File: config.mk
export PLATFORM = sky130hd
export DESIGN_NAME = laser_lane_tx_flat
export DESIGN_NICKNAME = d
export VERILOG_FILES = /design/src/rtl/laser_lane_tx_if.sv /design/src/rtl/laser_lane_tx.sv /design/src/flat_wrapper.sv
export SDC_FILE = /design/constraint.sdc
export NUM_CORES = 1
export LEC_CHECK = 0
export CAP_MARGIN = 20
export CORE_AREA = 4 4 93 95
export CTS_CLUSTER_DIAMETER = 150
export CTS_CLUSTER_SIZE = 40
export DETAILED_ROUTE_END_ITERATION = 12
export DIE_AREA = 0 0 97 99
export GPL_TIMING_DRIVEN = 0
export PLACE_DENSITY_LB_ADDON = 0.08
export SYNTH_ARGS = -nofsm -noshare
export SYNTH_HDL_FRONTEND = slang
export SYNTH_SLANG_ARGS = --single-unit
File: constraint.sdc
create_clock -name clock -period 3.4 [get_ports clock]
set_clock_uncertainty 0.2 [all_clocks]
set_input_delay 0.51 -clock clock [delete_from_list [all_inputs] [get_ports clock]]
set_output_delay 0.51 -clock clock [all_outputs]
set_load 0.01 [all_outputs]
File: src/rtl/laser_lane_tx_if.sv
// Per-lane word handshake between the sample/queue logic (master) and the
// laser lane transmitter (slave). Lane i payload sits at [i*DATA_W +: DATA_W].
interface laser_lane_tx_if #(
  parameter int LANES  = 2,
  parameter int DATA_W = 8
);
  logic [LANES*DATA_W-1:0] data_in;
  logic [LANES-1:0]        data_valid;
  logic [LANES-1:0]        data_ready;

  modport master (
    output data_in,
    output data_valid,
    input  data_ready
  );

  modport slave (
    input  data_in,
    input  data_valid,
    output data_ready
  );
endinterface

File: src/rtl/laser_lane_tx.sv
// Multi-lane UART-style laser transmitter. Each lane independently accepts a
// DATA_W-bit word and sends start, data LSB-first, optional parity and stop
// bits, each held for a bit period latched from `divider` at acceptance.
// Build option: define LASER_LANE_PARITY_EN to insert an even-parity bit
// between the data bits and the stop bit.
module laser_lane_tx #(
  parameter int LANES  = 2,
  parameter int DATA_W = 8,
  parameter int DIV_W  = 8
) (
  input  logic                 clock,
  input  logic                 reset_n,
  input  logic                 en,
  input  logic [DIV_W-1:0]     divider,
  laser_lane_tx_if.slave       bus,
  output logic [2*LANES-1:0]   laser_out,
  output logic [LANES-1:0]     busy,
  output logic [LANES-1:0]     done
);

  localparam int BIT_W = (DATA_W > 1) ? $clog2(DATA_W) : 1;

  typedef enum logic [2:0] {
    S_IDLE,
    S_START,
    S_DATA,
    S_PARITY,
    S_STOP
  } state_t;

  // Holding reset also silences the lasers and the ready flags.
  logic live;
  assign live = en & reset_n;

  // A zero divider would stall the bit counter, so it behaves as one.
  logic [DIV_W-1:0] period;
  assign period = (divider == '0) ? DIV_W'(1) : divider;

  for (genvar i = 0; i < LANES; i++) begin : g_lane
    state_t            state;
    state_t            state_nx;
    logic [DIV_W-1:0]  per;
    logic [DIV_W-1:0]  cnt;
    logic [BIT_W-1:0]  idx;
    logic [DATA_W-1:0] word;
    logic              done_q;
    logic              accept;
    logic              bit_end;
    logic              line;
    logic              ready_l;
    logic              busy_l;
    logic [1:0]        pair;

    assign accept  = bus.data_valid[i] & ready_l;
    assign bit_end = (cnt == per - DIV_W'(1));

    // State register; dropping en abandons the frame on the next edge.
    always_ff @(posedge clock or negedge reset_n) begin
      if (!reset_n) begin
        state <= S_IDLE;
      end else begin
        state <= state_nx;
      end
    end

    // Next-state: every non-idle state lasts one latched bit period.
    always_comb begin
      state_nx = state;
      if (!en) begin
        state_nx = S_IDLE;
      end else begin
        case (state)
          S_IDLE:   if (accept) state_nx = S_START;
          S_START:  if (bit_end) state_nx = S_DATA;
          S_DATA: begin
            if (bit_end && (idx == BIT_W'(DATA_W - 1))) begin
`ifdef LASER_LANE_PARITY_EN
              state_nx = S_PARITY;
`else
              state_nx = S_STOP;
`endif
            end
          end
          S_PARITY: if (bit_end) state_nx = S_STOP;
          S_STOP:   if (bit_end) state_nx = S_IDLE;
          default:  state_nx = S_IDLE;
        endcase
      end
    end

    // Payload/period capture, cycle and bit counters, end-of-frame flag.
    always_ff @(posedge clock or negedge reset_n) begin
      if (!reset_n) begin
        per    <= '0;
        cnt    <= '0;
        idx    <= '0;
        word   <= '0;
        done_q <= 1'b0;
      end else begin
        done_q <= en && (state == S_STOP) && bit_end;
        if (!en) begin
          cnt <= '0;
          idx <= '0;
        end else if (state == S_IDLE) begin
          cnt <= '0;
          idx <= '0;
          if (accept) begin
            word <= bus.data_in[i*DATA_W +: DATA_W];
            per  <= period;
          end
        end else if (bit_end) begin
          cnt <= '0;
          if (state == S_DATA) idx <= idx + BIT_W'(1);
        end else begin
          cnt <= cnt + DIV_W'(1);
        end
      end
    end

    // Line level per state, laser pair, and handshake/status flags.
    always_comb begin
      line = 1'b1;
      case (state)
        S_START:  line = 1'b0;
        S_DATA:   line = word[idx];
        S_PARITY: line = ^word;
        default:  line = 1'b1;
      endcase
      pair    = live ? {line, ~line} : 2'b00;
      ready_l = live && (state == S_IDLE);
      busy_l  = (state != S_IDLE);
    end

    assign bus.data_ready[i]   = ready_l;
    assign busy[i]             = busy_l;
    assign done[i]             = done_q;
    assign laser_out[2*i +: 2] = pair;
  end

endmodule

File: src/flat_wrapper.sv
// flat-port wrapper written by rule: the top's interface ports become plain ports
module laser_lane_tx_flat 
#(
  parameter int LANES  = 2,
  parameter int DATA_W = 8,
  parameter int DIV_W  = 8
)
  (clock, reset_n, en, divider, laser_out, busy, done, bus_data_in, bus_data_valid, bus_data_ready);
  laser_lane_tx_if #(.LANES(LANES), .DATA_W(DATA_W)) bus_i ();
  input  logic clock;
  input  logic reset_n;
  input  logic en;
  input  logic [DIV_W-1:0] divider;
  output logic [2*LANES-1:0] laser_out;
  output logic [LANES-1:0] busy;
  output logic [LANES-1:0] done;
  input wire logic [$bits(bus_i.data_in)-1:0] bus_data_in;
  input wire logic [$bits(bus_i.data_valid)-1:0] bus_data_valid;
  output wire logic [$bits(bus_i.data_ready)-1:0] bus_data_ready;
  assign bus_i.data_in = bus_data_in;
  assign bus_i.data_valid = bus_data_valid;
  assign bus_data_ready = bus_i.data_ready;
  laser_lane_tx #(.LANES(LANES), .DATA_W(DATA_W), .DIV_W(DIV_W)) u_core (.clock(clock), .reset_n(reset_n), .en(en), .divider(divider), .bus(bus_i), .laser_out(laser_out), .busy(busy), .done(done));
endmodule
==> impl_summary.md, run 1 <==
Detailed routing
The first detailed-routing pass ran for 4 iterations. The count of nets left with antenna violations once routing finished came out at 0. The routed wirelength normalized by instance count is 13.9 um. The ratio of routed vias to standard cells is 5.12. Wires add up to 6630 um.

The number of DRC violations after detailed-routing iteration 0 is 70. After detailed routing, the number of remaining DRC violations is 0. For this block, the via count after detailed routing is 2,436.

STA
The share of the cycle needed by the critical path after routing is 95.6%. For the finished layout, the period the worst path requires is 3.25 ns. At the pin with the least slew margin, the transition time is 0.790 ns. The achievable frequency is 308 MHz.

The total negative setup slack is 0 ns. The count of final hold-check violations is 0. Setup repair after global routing left no endpoint under its margin. Setup violations remaining at the end of the flow were counted as 0. The worst slew slack as a fraction of its limit is 47.4%. The final number of max-transition violations is 0.

GRT
The first global-routing pass estimated 11,600 um of wire. The number of global-route vias before repair was 2,472. The global-route usage over all layers is 15.1%. The initial antenna violation count is 0. The maximum number of pins on one net before global-route repair is 65. The total overflow left after global routing is 0.

Pwr
The total power density per cell area is 493 nW/um^2. The worst vdd rail ir drop is 0.254 mV. The standby leakage power is 1.73 nW.

CTS
Counting the buffers created by CTS gives 9. The clock sink total is 62. The CTS tree is built. The number of levels in the clock H-tree is 3.

No sink is reached through more buffers than the 2 on the longest clock path. The cts-stage hold buffer count is 0. The later pin in the worst-skew pair is clocked with a latency of 0.33 ns.

Clock-pin slew was measured on the worst setup and hold paths at 0.07 ns. The buffer cell driving the clock tree root is sky130_fd_sc_hd__clkbuf_8.

Final layout
The post-synthesis to final-layout area growth is 20.1%. 0 antenna diodes ended up in the layout. The final cell area excluding filler cells is 4180 sq um.

The fraction of layout instances using a drive strength above 1 is 17.9%. Once layout is complete, the cells apart from fillers number 476. Cells fill 54.1% of the core in the end. The final net count is 406.

Critical path
Data on the critical path is required at its endpoint by 2.69 ns. Of all nets on the critical path, the largest fanout is 4. The category of the worst setup path launch point is a flip-flop.

The critical path arrival is 2.54 ns. The worst setup path is of the reg -> out kind. The worst setup path is captured at an output pin.

Floorplanning
The die is 97 um wide. Pin placement for this block handled 39 I/O pins. The core area is 7730 sq um. The floorplan step defined a die boundary enclosing 9600 sq um. The row count is 32.

Measured along the y axis, the die boundary spans 99 um. For this configuration, the core starts out at a cell density of 45.0%.

Synth
The flip-flop and latch count after synthesis is 62. The net count after synthesis is 357. The async set or reset register ratio after synthesis is 100%.

Summing every instance area after synthesis gives 3480 sq um. In this run, synthesis inferred 0 flip-flops with an integrated enable. For this run, the leading register cell type out of synthesis is sky130_fd_sc_hd__dfrtp_1. The netlist uses 48 different library cells. The share of the Yosys chip area taken by registers is 44.6%.

In this run the mean area of a mapped cell was 10.9 sq um. In the synthesized netlist, the number of instances is 320. The number of warning messages in the yosys log is 0.

Flow run
The number of max-cap violations is 0.

Status
The run finished with clean final reports.

Min path
The tightest min-delay check is of the in -> async type.

Placement
The HPWL reported at the end of detailed placement is 4820 um. The count of input and output buffers is 38. The total instance count after detailed placement is 460.

After detailed placement, the total cell area comes to 3990 sq um. The congestion estimate from routability-driven global placement came to 0.786.
cells by family after synthesis:
family	share of synthesized area [%]
DFF	44.6
buffers and inverters	3.02
AOI/OAI and AO/OA	8.31
muxes	14.0
and+or+nand+nor	17.1
xor gates and xnor gates	10.1
adders and majority gates	2.88
state kept, by name (all words and copies together), names as in the netlist:
register              count
u_core.g_lane.word       16
u_core.g_lane.done_q      2
u_core.g_lane.cnt        16
u_core.g_lane.idx         6
u_core.g_lane.state       6
u_core.g_lane.per        16
placed cells by master, fill, tap and decap left out, types with 4 or more instances in the layout:
cell and n:
sky130_fd_sc_hd__xor2_1 11, sky130_fd_sc_hd__xnor2_1 29, sky130_fd_sc_hd__nor3_1 6, sky130_fd_sc_hd__clkdlybuf4s50_1 37, sky130_fd_sc_hd__a21oi_1 6, sky130_fd_sc_hd__and3_1 7, sky130_fd_sc_hd__nand3_1 8, sky130_fd_sc_hd__dfrtp_1 61
sky130_fd_sc_hd__nor2_1 29, sky130_fd_sc_hd__mux2_2 30, sky130_fd_sc_hd__nor2b_1 8, sky130_fd_sc_hd__nand2_1 19, sky130_fd_sc_hd__nand3b_1 6, sky130_fd_sc_hd__o21ai_0 8, sky130_fd_sc_hd__o211ai_1 6, sky130_fd_sc_hd__ha_1 8
sky130_fd_sc_hd__mux4_2 4, sky130_fd_sc_hd__clkbuf_8 12, sky130_fd_sc_hd__inv_1 10, sky130_fd_sc_hd__clkbuf_1 7, sky130_fd_sc_hd__or3_1 6, sky130_fd_sc_hd__mux2i_1 6, sky130_fd_sc_hd__buf_4 7
worst paths after layout:
path                                    startpoint                       to  slack (ns)  depth (start not counted)
max in group asynchronous                  reset_n  u_core.g_lane[0].idx[1]        2.38                          1
setup reg to reg           u_core.g_lane[1].per[0]  u_core.g_lane[1].idx[0]        0.46                          8
setup / recovery           u_core.g_lane[0].idx[1]             laser_out[0]        0.15                          6
min in group clock         u_core.g_lane[0].cnt[0]  u_core.g_lane[0].cnt[0]        0.29                          1
hold reg to reg            u_core.g_lane[0].cnt[0]  u_core.g_lane[0].cnt[0]        0.29                          1
hold / removal                             reset_n  u_core.g_lane[0].per[3]        0.06                          1
cell usage after synthesis (2+ instances only):
library cell	n	share of area, %
sky130_fd_sc_hd__dfrtp_1	62	45
sky130_fd_sc_hd__mux2_2	30	9.7
sky130_fd_sc_hd__nor2_1	29	3.1
sky130_fd_sc_hd__xnor2_1	29	7.3
sky130_fd_sc_hd__nand2_1	19	2.0
sky130_fd_sc_hd__xor2_1	11	2.8
sky130_fd_sc_hd__inv_1	10	1.1
sky130_fd_sc_hd__ha_1	8	2.9
sky130_fd_sc_hd__nand3_1	8	1.2
sky130_fd_sc_hd__nor2b_1	8	1.4
sky130_fd_sc_hd__o21ai_0	8	1.2
sky130_fd_sc_hd__and3_1	7	1.3
sky130_fd_sc_hd__a21oi_1	6	0.86
sky130_fd_sc_hd__buf_4	6	1.3
sky130_fd_sc_hd__clkbuf_1	6	0.65
sky130_fd_sc_hd__mux2i_1	6	1.7
sky130_fd_sc_hd__nand3b_1	6	1.3
sky130_fd_sc_hd__nor3_1	6	0.86
sky130_fd_sc_hd__o211ai_1	6	1.3
sky130_fd_sc_hd__or3_1	6	1.1
sky130_fd_sc_hd__mux4_2	4	2.6
sky130_fd_sc_hd__nand2b_1	3	0.54
sky130_fd_sc_hd__nor4_1	3	0.54
sky130_fd_sc_hd__o21a_1	3	0.65
sky130_fd_sc_hd__or4_1	3	0.65
sky130_fd_sc_hd__a221oi_1	2	0.50
sky130_fd_sc_hd__and2_1	2	0.36
sky130_fd_sc_hd__o31ai_1	2	0.43
sky130_fd_sc_hd__or2_2	2	0.36
routing by layer:
layer | vias to the layer above | GRT usage [%] | share of wire [%]
met5 | - | 0 | 0
met4 | 0 | 5.29 | 1.7
met3 | 10 | 4.67 | 4.0
met2 | 41 | 23.8 | 47
met1 | 1163 | 19.6 | 48
li1 | 1222 | - | -
per-stage QoR:
step	hold slack (ns)	setup slack [ns]	power, W
floorplan	0.0144	0.638	0.00133
detailed placement	0.287	0.274	0.00148
global route	0.125	0.00303	0.00220
finish	0.0556	0.150	0.00206
CTS	0.0875	0.0104	0.00210
global placement	0.284	-2.00	0.00146
repair_timing:
item	CTS	global route
resized for setup	0	2
setup endpoints to repair	0	1
setup buffers	0	0
where the power goes:
group / switching [W] / leakage, nW / total [W] / internal [W]
Sequential: 0.000107 / 0.796 / 0.000936 / 0.000829
Combinational: 0.000221 / 0.839 / 0.000523 / 0.000302
Clock: 0.000277 / 0.0954 / 0.000600 / 0.000322
Total: 0.000606 / 1.73 / 0.00206 / 0.00145
worst max-delay path, stage by stage (launching register included):
cell,delay [ns]
sky130_fd_sc_hd__dfrtp_2,0.41
sky130_fd_sc_hd__mux4_2,0.51
sky130_fd_sc_hd__mux2i_1,0.14
sky130_fd_sc_hd__a21oi_1,0.09
sky130_fd_sc_hd__a311oi_2,0.29
sky130_fd_sc_hd__nor2b_1,0.21
sky130_fd_sc_hd__clkdlybuf4s50_1,0.56
cell type report:
cell class	count	area, sq um
Buffer	12	67.6
Clock inverter	3	17.5
Inverter	10	37.5
Fill cell	699	3550
Multi-Input combinational cell	236	1830
Clock buffer	13	169
Timing Repair Buffer	38	378
Sequential cell	62	1550
Tap cell	102	128
No activity file was read; power rests on OpenSTA's default activity.
==> inputs of run 2 (changes only) <==
--- a/config.mk
+++ b/config.mk
@@ -13,6 +13,7 @@
 export DIE_AREA = 0 0 97 99
 export GPL_TIMING_DRIVEN = 0
 export PLACE_DENSITY_LB_ADDON = 0.08
+export RECOVER_POWER = 50
 export SYNTH_ARGS = -nofsm -noshare
 export SYNTH_HDL_FRONTEND = slang
 export SYNTH_SLANG_ARGS = --single-unit
==> constraint.sdc (replaced) <==
create_clock -name clock -period 4.2 [get_ports clock]
set_clock_uncertainty 0.2 [all_clocks]
set_input_delay 0.63 -clock clock [delete_from_list [all_inputs] [get_ports clock]]
set_output_delay 0.63 -clock clock [all_outputs]
set_load 0.01 [all_outputs]
==> run 2 against run 1 <==
- wire length barely moved
- sequential power fell by 19%
- clock power fell by 19%
- cell count did not move
- critical endpoint unchanged
==> impl_summary.md, run 2 (same netlist as run 1, synthesis figures left out) <==
Status
The flow ran to the end, and the final reports show no timing, DRC or antenna violations.

STA
The achievable frequency is 290 MHz. At the pin with the least slew margin, the transition time is 0.790 ns. Adding up every negative setup slack in the final design gives 0 ns. Across all hold checks on the routed design, the worst slack comes to 0.176 ns. Setup repair after global routing left no endpoint under its margin. Measured against its own limit, the worst slew margin works out to 47.3%. The number of setup violations in the final report is 0. The final number of max-transition violations is 0. Subtracting the final worst setup slack from the clock period gives 3.45 ns.

The share of the cycle needed by the critical path after routing is 82.2%. The count of final hold-check violations is 0.

Critical path
The number of buffers and inverters on the critical path is 1. In this run the critical register-to-register path is captured at u_core.g_lane[1].idx[0]. The number of gates on the worst path with buffers counted is 6.

The launch instance of the worst register-to-register path is u_core.g_lane[1].per[0]. The slowest stage of the critical path belongs to the cell sky130_fd_sc_hd__clkdlybuf4s50_1. The category of cells accounting for the largest share of critical-path delay is multiplexers. Traced cell by cell, the critical path runs through mux4_2, mux2i_1, a21oi_1, a311oi_1, nor2b_1, clkdlybuf4s50_1. The critical path is of the reg -> out type. Of all nets on the critical path, the largest fanout is 4.

The setup slack of the most critical reg-to-reg path is 1.26 ns. The category of the worst setup path launch point is a flip-flop. The logic depth of the worst register-to-register path is 8. STA classifies the critical path endpoint as an output pin. At the worst endpoint, the arrival time is 2.62 ns. STA puts the critical path data required time at 3.37 ns. The delay of the slowest cell on the worst path is 0.56 ns.

GRT
The number of global-route vias before repair is 2,472. After global routing the overflow that remains totals 0. The initial antenna violation count was 0. The first-pass GRT wire length is 11,600 um.

For this run, the total global-route usage over all layers was measured as 15.1%. The maximum number of pins on one net before global-route repair is 65.

Pwr
For this design the ratio of total power to cell area is 399 nW/um^2. Power comes to 0.00166 W. The standby leakage power is 1.74 nW. IR analysis of the VDD net gives a maximum drop of 0.206 mV.

CTS
The longest clock path from root to sink contains 2 buffers. Clock-pin slew was measured on the worst setup and hold paths at 0.07 ns. The clock sink total is 62. TritonCTS built the clock tree. The number of clock buffers inserted by TritonCTS is 9.

Clock latency on the worst-skew pair, taken at its later pin, is 0.33 ns. The H-tree was split into 3 levels. The quantity of gates resized following cts is 0. The tree is rooted in a sky130_fd_sc_hd__clkbuf_8. The cts-stage hold buffer count is 0.

The number of buffers inserted by post-CTS setup repair is 0.

Floorplanning
Measured along the x axis, the die boundary spans 97 um. For this design the top-level I/O count stands at 39. The die area is 9600 sq um. The floorplan step set the die height to 99 um. The core area is 7730 sq um. The effective utilization at floorplan is 45.0%. The floorplan has 32 rows.

Final layout
The largest registers in the layout are u_core.g_lane.cnt: 16 flops, u_core.g_lane.per: 16 flops, u_core.g_lane.word: 16 flops. For this run, the post-layout net count is 406. The final cell area excluding filler cells is 4170 sq um. The library cell used most frequently in the layout, excluding fill and tap cells, is sky130_fd_sc_hd__dfrtp_1. The number of antenna repair diodes is 0. The fraction of layout instances using a drive strength above 1 is 17.4%.

The post-synthesis to final-layout area growth is 19.9%. The top cell types in the final layout, fill and taps aside, are sky130_fd_sc_hd__dfrtp_1 (62), sky130_fd_sc_hd__clkdlybuf4s50_1 (35), sky130_fd_sc_hd__mux2_2 (30), sky130_fd_sc_hd__xnor2_1 (29), sky130_fd_sc_hd__nor2_1 (29).

Placement
In this run the cell area measured after placement is 3990 sq um. The wire-length estimate of the detail-placed layout is 4820 um. Routability-driven placement finished with a final weighted congestion of 0.786. The count of input and output buffers is 38.

Detailed routing
The routed via count is 2,435. The routed wirelength normalized by instance count is 13.9 um. The total wire length is 6630 um. The first detailed-routing pass took 4 iterations. The remaining routing DRC violations is 0.

The ratio of routed vias to standard cells is 5.12. The remaining antenna violation count after routing is 0. In this run, the number of DRC markers left after iteration 0 of detailed routing was 69.

Min path
The path class of the lowest-slack min-delay path is in -> async.

Flow run
The number of max-cap violations is 0.
## run 2: cell count changes in the layout (fill, tap and decap cells not counted), sizes merged
cell	delta
clkdlybuf4s50	-2
dlygate4sd3	+2
## run 2: stage by stage
stage / setup slack (ns) / util (%) / std cells
after floorplan: 1.44 / - / 320
after global placement: -1.44 / 51.6 / 460
after detailed placement: 0.834 / 51.6 / 460
after CTS: 0.690 / 54.0 / 476
after global routing: 0.548 / 54.0 / 476
final: 0.747 / 54.0 / 476
## run 2: layout make-up
type	instances	area, sq um
plain buffers	12	67.6
multi-input cells	236	1820
flip-flops and latches	62	1550
fillers	701	3560
clock inverters	3	17.5
inverters	10	37.5
repair buffers	38	378
clock buffers	13	169
well taps	102	128
## run 2: how the worst max path moves through the flow
stage | start | to | slack [ns]
after floorplan | u_core.g_lane[1].per[0] | u_core.g_lane[1].idx[0] | 1.44
after global placement | reset_n | bus_data_ready[1] | -1.44
after detailed placement | reset_n | bus_data_ready[1] | 0.83
after CTS | u_core.g_lane[0].idx[1] | laser_out[0] | 0.69
after global routing | u_core.g_lane[0].idx[1] | laser_out[0] | 0.55
final | u_core.g_lane[0].idx[1] | laser_out[0] | 0.75
## run 2: metal layers
metal | GRT usage (%) | up-vias | wire, um
met2 | 23.8 | 41 | 3080
li1 | - | 1222 | -
met5 | 0 | - | 0
met1 | 19.6 | 1162 | 3170
met4 | 5.29 | 0 | 113
met3 | 4.67 | 10 | 266
## run 2: power by group
| group | leakage [nW] | internal [W] | total (W) | switching (W) |
|---|---|---|---|---|
| logic | 0.845 | 0.000244 | 0.000420 | 0.000176 |
| registers | 0.798 | 0.000671 | 0.000758 | 0.0000864 |
| clock network | 0.0954 | 0.000261 | 0.000485 | 0.000224 |
==> inputs of run 3 (changes only) <==
==> constraint.sdc (replaced) <==
create_clock -name clock -period 2.9 [get_ports clock]
set_clock_uncertainty 0.2 [all_clocks]
set_input_delay 0.435 -clock clock [delete_from_list [all_inputs] [get_ports clock]]
set_output_delay 0.435 -clock clock [all_outputs]
set_load 0.01 [all_outputs]
==> run 3 against run 2 <==
- the flow now finishes with violations (capacitance limit, slew limit)
- cell area rose by 3.0%
- setup slack got worse by 0.63 ns
- power up 49%
- via count increased by 1.7%
- wire length grew 3.4%
- sequential share of layout area shrank 1.0 points
- combinational power rose by 59%
- hold slack better by 0.12 ns
- die area is the same
- global-route usage increased by 0.30 points
==> impl_summary.md, run 3 (same netlist as run 1, synthesis figures left out) <==
CTS
After clock tree synthesis, the clock-pin slew on the worst setup and hold paths is 0.07 ns. The clock insertion delay at the later pin of the skew report is 0.33 ns. The buffer cell driving the clock tree root is sky130_fd_sc_hd__clkbuf_8. CTS built an H-tree with a depth of 3.

The buffer depth of the longest clock path is 2. The clock sink total is 62. TritonCTS built the clock tree. Clock tree synthesis inserted a total of 9 buffers.

Floorplanning
The die covers 9600 sq um. The core area is 7730 sq um. The floorplan step set the die height to 99 um. Once the floorplan was initialized, standard cells occupied 45.0% of the core.

The die is 97 um wide. The row count is 32. The number of I/O pins is 39.

Placement
The instance area after placement is 3990 sq um. The weighted congestion at the end of routability-driven global placement is 0.786. Buffers placed on the I/O ports in this run total 38. The HPWL reported at the end of detailed placement is 4820 um.

GRT
Across every metal layer, demand over resource in global routing totals 15.4%. The overall overflow remaining after global route is 0. The initial antenna violation count is 0. The first-pass GRT wire length is 11,900 um. The number of global-route vias before repair was 2,506. Entering global routing, the biggest net connects 63 pins.

Detailed routing
The routed wirelength normalized by instance count is 14.1 um. For this run, the detailed router's first-pass iteration total came to 4. The total wire length is 6860 um. For this block, the via count after detailed routing is 2,477.

The number of DRC violations after detailed-routing iteration 0 is 56. Using the TritonRoute via totals, the vias-per-cell ratio works out to 5.10. In this run the remaining antenna-violating nets after routing total 0. After detailed routing, the number of remaining DRC violations is 0.

Final layout
After filler insertion, the fill cell instance count of the layout stands at 692. After routing the design area is 4300 sq um. The top cell types in the final layout, fill and taps aside, are sky130_fd_sc_hd__dfrtp_1 (59), sky130_fd_sc_hd__clkdlybuf4s50_1 (31), sky130_fd_sc_hd__mux2_2 (30), sky130_fd_sc_hd__nor2_1 (29), sky130_fd_sc_hd__xnor2_1 (26). The final core utilization is 55.6%.

The final net count is 416. The library cell used most frequently in the layout, excluding fill and tap cells, is sky130_fd_sc_hd__dfrtp_1. The number of antenna diodes in the final layout is 0. In the final layout, the registers with the most flip-flops are u_core.g_lane.cnt: 16 flops, u_core.g_lane.per: 16 flops, u_core.g_lane.word: 16 flops. The area taken by flip-flops and latches is 1560 sq um. The post-synthesis to final-layout area growth is 23.5%.

Of the cells placed in the final design, the portion with a size suffix greater than 1 is 22.9%. In the final layout, the multi-input gates occupy 1870 sq um.

Min path
The path class of the lowest-slack min-delay path is reg -> reg. The hold-critical path depth is 1.

Critical path
The category of the worst setup path launch point is a flip-flop. Among the stages of the critical path, the cell type that occurs most often is sky130_fd_sc_hd__o21a_1. The type of destination of the critical path is a flip-flop. The signal on the critical path passes through inv_1, ha_2, or3b_4, or4_4, a2111oi_4, o211ai_4, o21a_1, o21a_1.

The number of cells on the worst reg-to-reg path is 8. The category of the most critical setup path is reg -> reg. The critical-path maximum fanout is 8.

For the worst setup path, the data arrival time is 2.80 ns. The required time of the critical path is 2.92 ns. In this design, the stage delay of the slowest critical-path cell is 0.44 ns. On the critical path, the stage with the largest delay is an instance of sky130_fd_sc_hd__or4_4.

STA
The share of the cycle needed by the critical path after routing is 95.9%. In the final timing run, aggregate negative setup slack is 0 ns. Static timing analysis puts the maximum clock frequency at 360 MHz. Setup repair after global routing left no endpoint under its margin. Setup violations remaining at the end of the flow were counted as 0. At the pin with the least slew margin, the transition time is 1.51 ns. Headroom to the max-slew limit came out at -0.687%. The count of final hold-check violations was 0.

The smallest clock period supported by the final layout is computed as 2.78 ns. The final number of max-transition violations is 63.

Pwr
The standby leakage power is 1.83 nW. Dividing total power by cell area gives a power density of 577 nW/um^2. Across the VDD grid, the largest voltage drop is 0.300 mV.

Status
The flow ran to the end, but the final reports show violations. The checks that failed: capacitance limit, slew limit.

Flow run
The number of max-cap violations is 1.
run 3: cell count changes in the layout (fill, tap and decap cells not counted), moves of 2 or more:
cell                              delta
sky130_fd_sc_hd__dfrtp_2             +3
sky130_fd_sc_hd__buf_4               +7
sky130_fd_sc_hd__clkdlybuf4s50_1     -4
sky130_fd_sc_hd__clkbuf_2            +3
sky130_fd_sc_hd__dfrtp_1             -3
sky130_fd_sc_hd__xnor2_2             +3
sky130_fd_sc_hd__xnor2_1             -3
sky130_fd_sc_hd__dlygate4sd2_1       +2
run 3: what timing repair did:
item | 4_1_cts | 5_1_grt
hold buffers | 2 | 0
endpoints found under the setup margin | 7 | 21
buffers inserted | 3 | 5
pin swaps | 3 | 7
resized for setup | 10 | 11
hold endpoints to repair | 62 | 0
run 3: through the flow:
step	power (W)	worst slack [ns]	hold slack, ns	cells
floorplan	0.00156	0.138	-0.0606	320
global placement	0.00171	-2.37	0.284	460
detailed placement	0.00173	-0.0950	0.287	460
CTS	0.00247	0.0117	0.297	481
global route	0.00264	0.00564	0.328	486
finish	0.00248	0.120	0.294	486
run 3: final cells by class:
type	instances	area share, %
Buffer	12	1.60
Clock buffer	13	3.93
Clock inverter	3	0.408
Inverter	10	0.874
Multi-Input combinational cell	236	43.5
Sequential cell	62	36.2
Tap cell	102	2.97
Timing Repair Buffer	48	10.5
run 3: path summary, 6_finish.rpt:
| path | startpoint | endpoint | slack, ns |
|---|---|---|---|
| worst max-delay path | u_core.g_lane[1].per[1] | u_core.g_lane[1].idx[0] | 0.12 |
| worst min-delay path | u_core.g_lane[0].cnt[0] | u_core.g_lane[0].cnt[0] | 0.29 |
| worst max register to register | u_core.g_lane[1].per[1] | u_core.g_lane[1].idx[0] | 0.12 |
| worst min register to register | u_core.g_lane[0].cnt[0] | u_core.g_lane[0].cnt[0] | 0.29 |
| max in group asynchronous | reset_n | u_core.g_lane[1].per[0] | 0.55 |
| min in group asynchronous | reset_n | u_core.g_lane[0].cnt[6] | 0.92 |
run 3: critical path: cells and delay by family (launching register included):
| kind | cells | cell delay [ns] |
|---|---|---|
| flops | 1 | 0.42 |
| fa+ha+maj | 1 | 0.19 |
| buf+inv | 1 | 0.08 |
| simple gates | 2 | 0.83 |
| compound gates | 4 | 0.95 |
run 3: layer usage:
layer	global-route usage (%)	part of all wire [%]
met1	20.4	48
met2	24.1	47
met3	4.74	3.8
met4	4.86	1.1
met5	0	0
run 3: where the power goes:
group / internal [W] / switching, W / total [W]
logic: 0.000390 / 0.000278 / 0.000668
clock network: 0.000378 / 0.000328 / 0.000706
registers: 0.000973 / 0.000132 / 0.00110
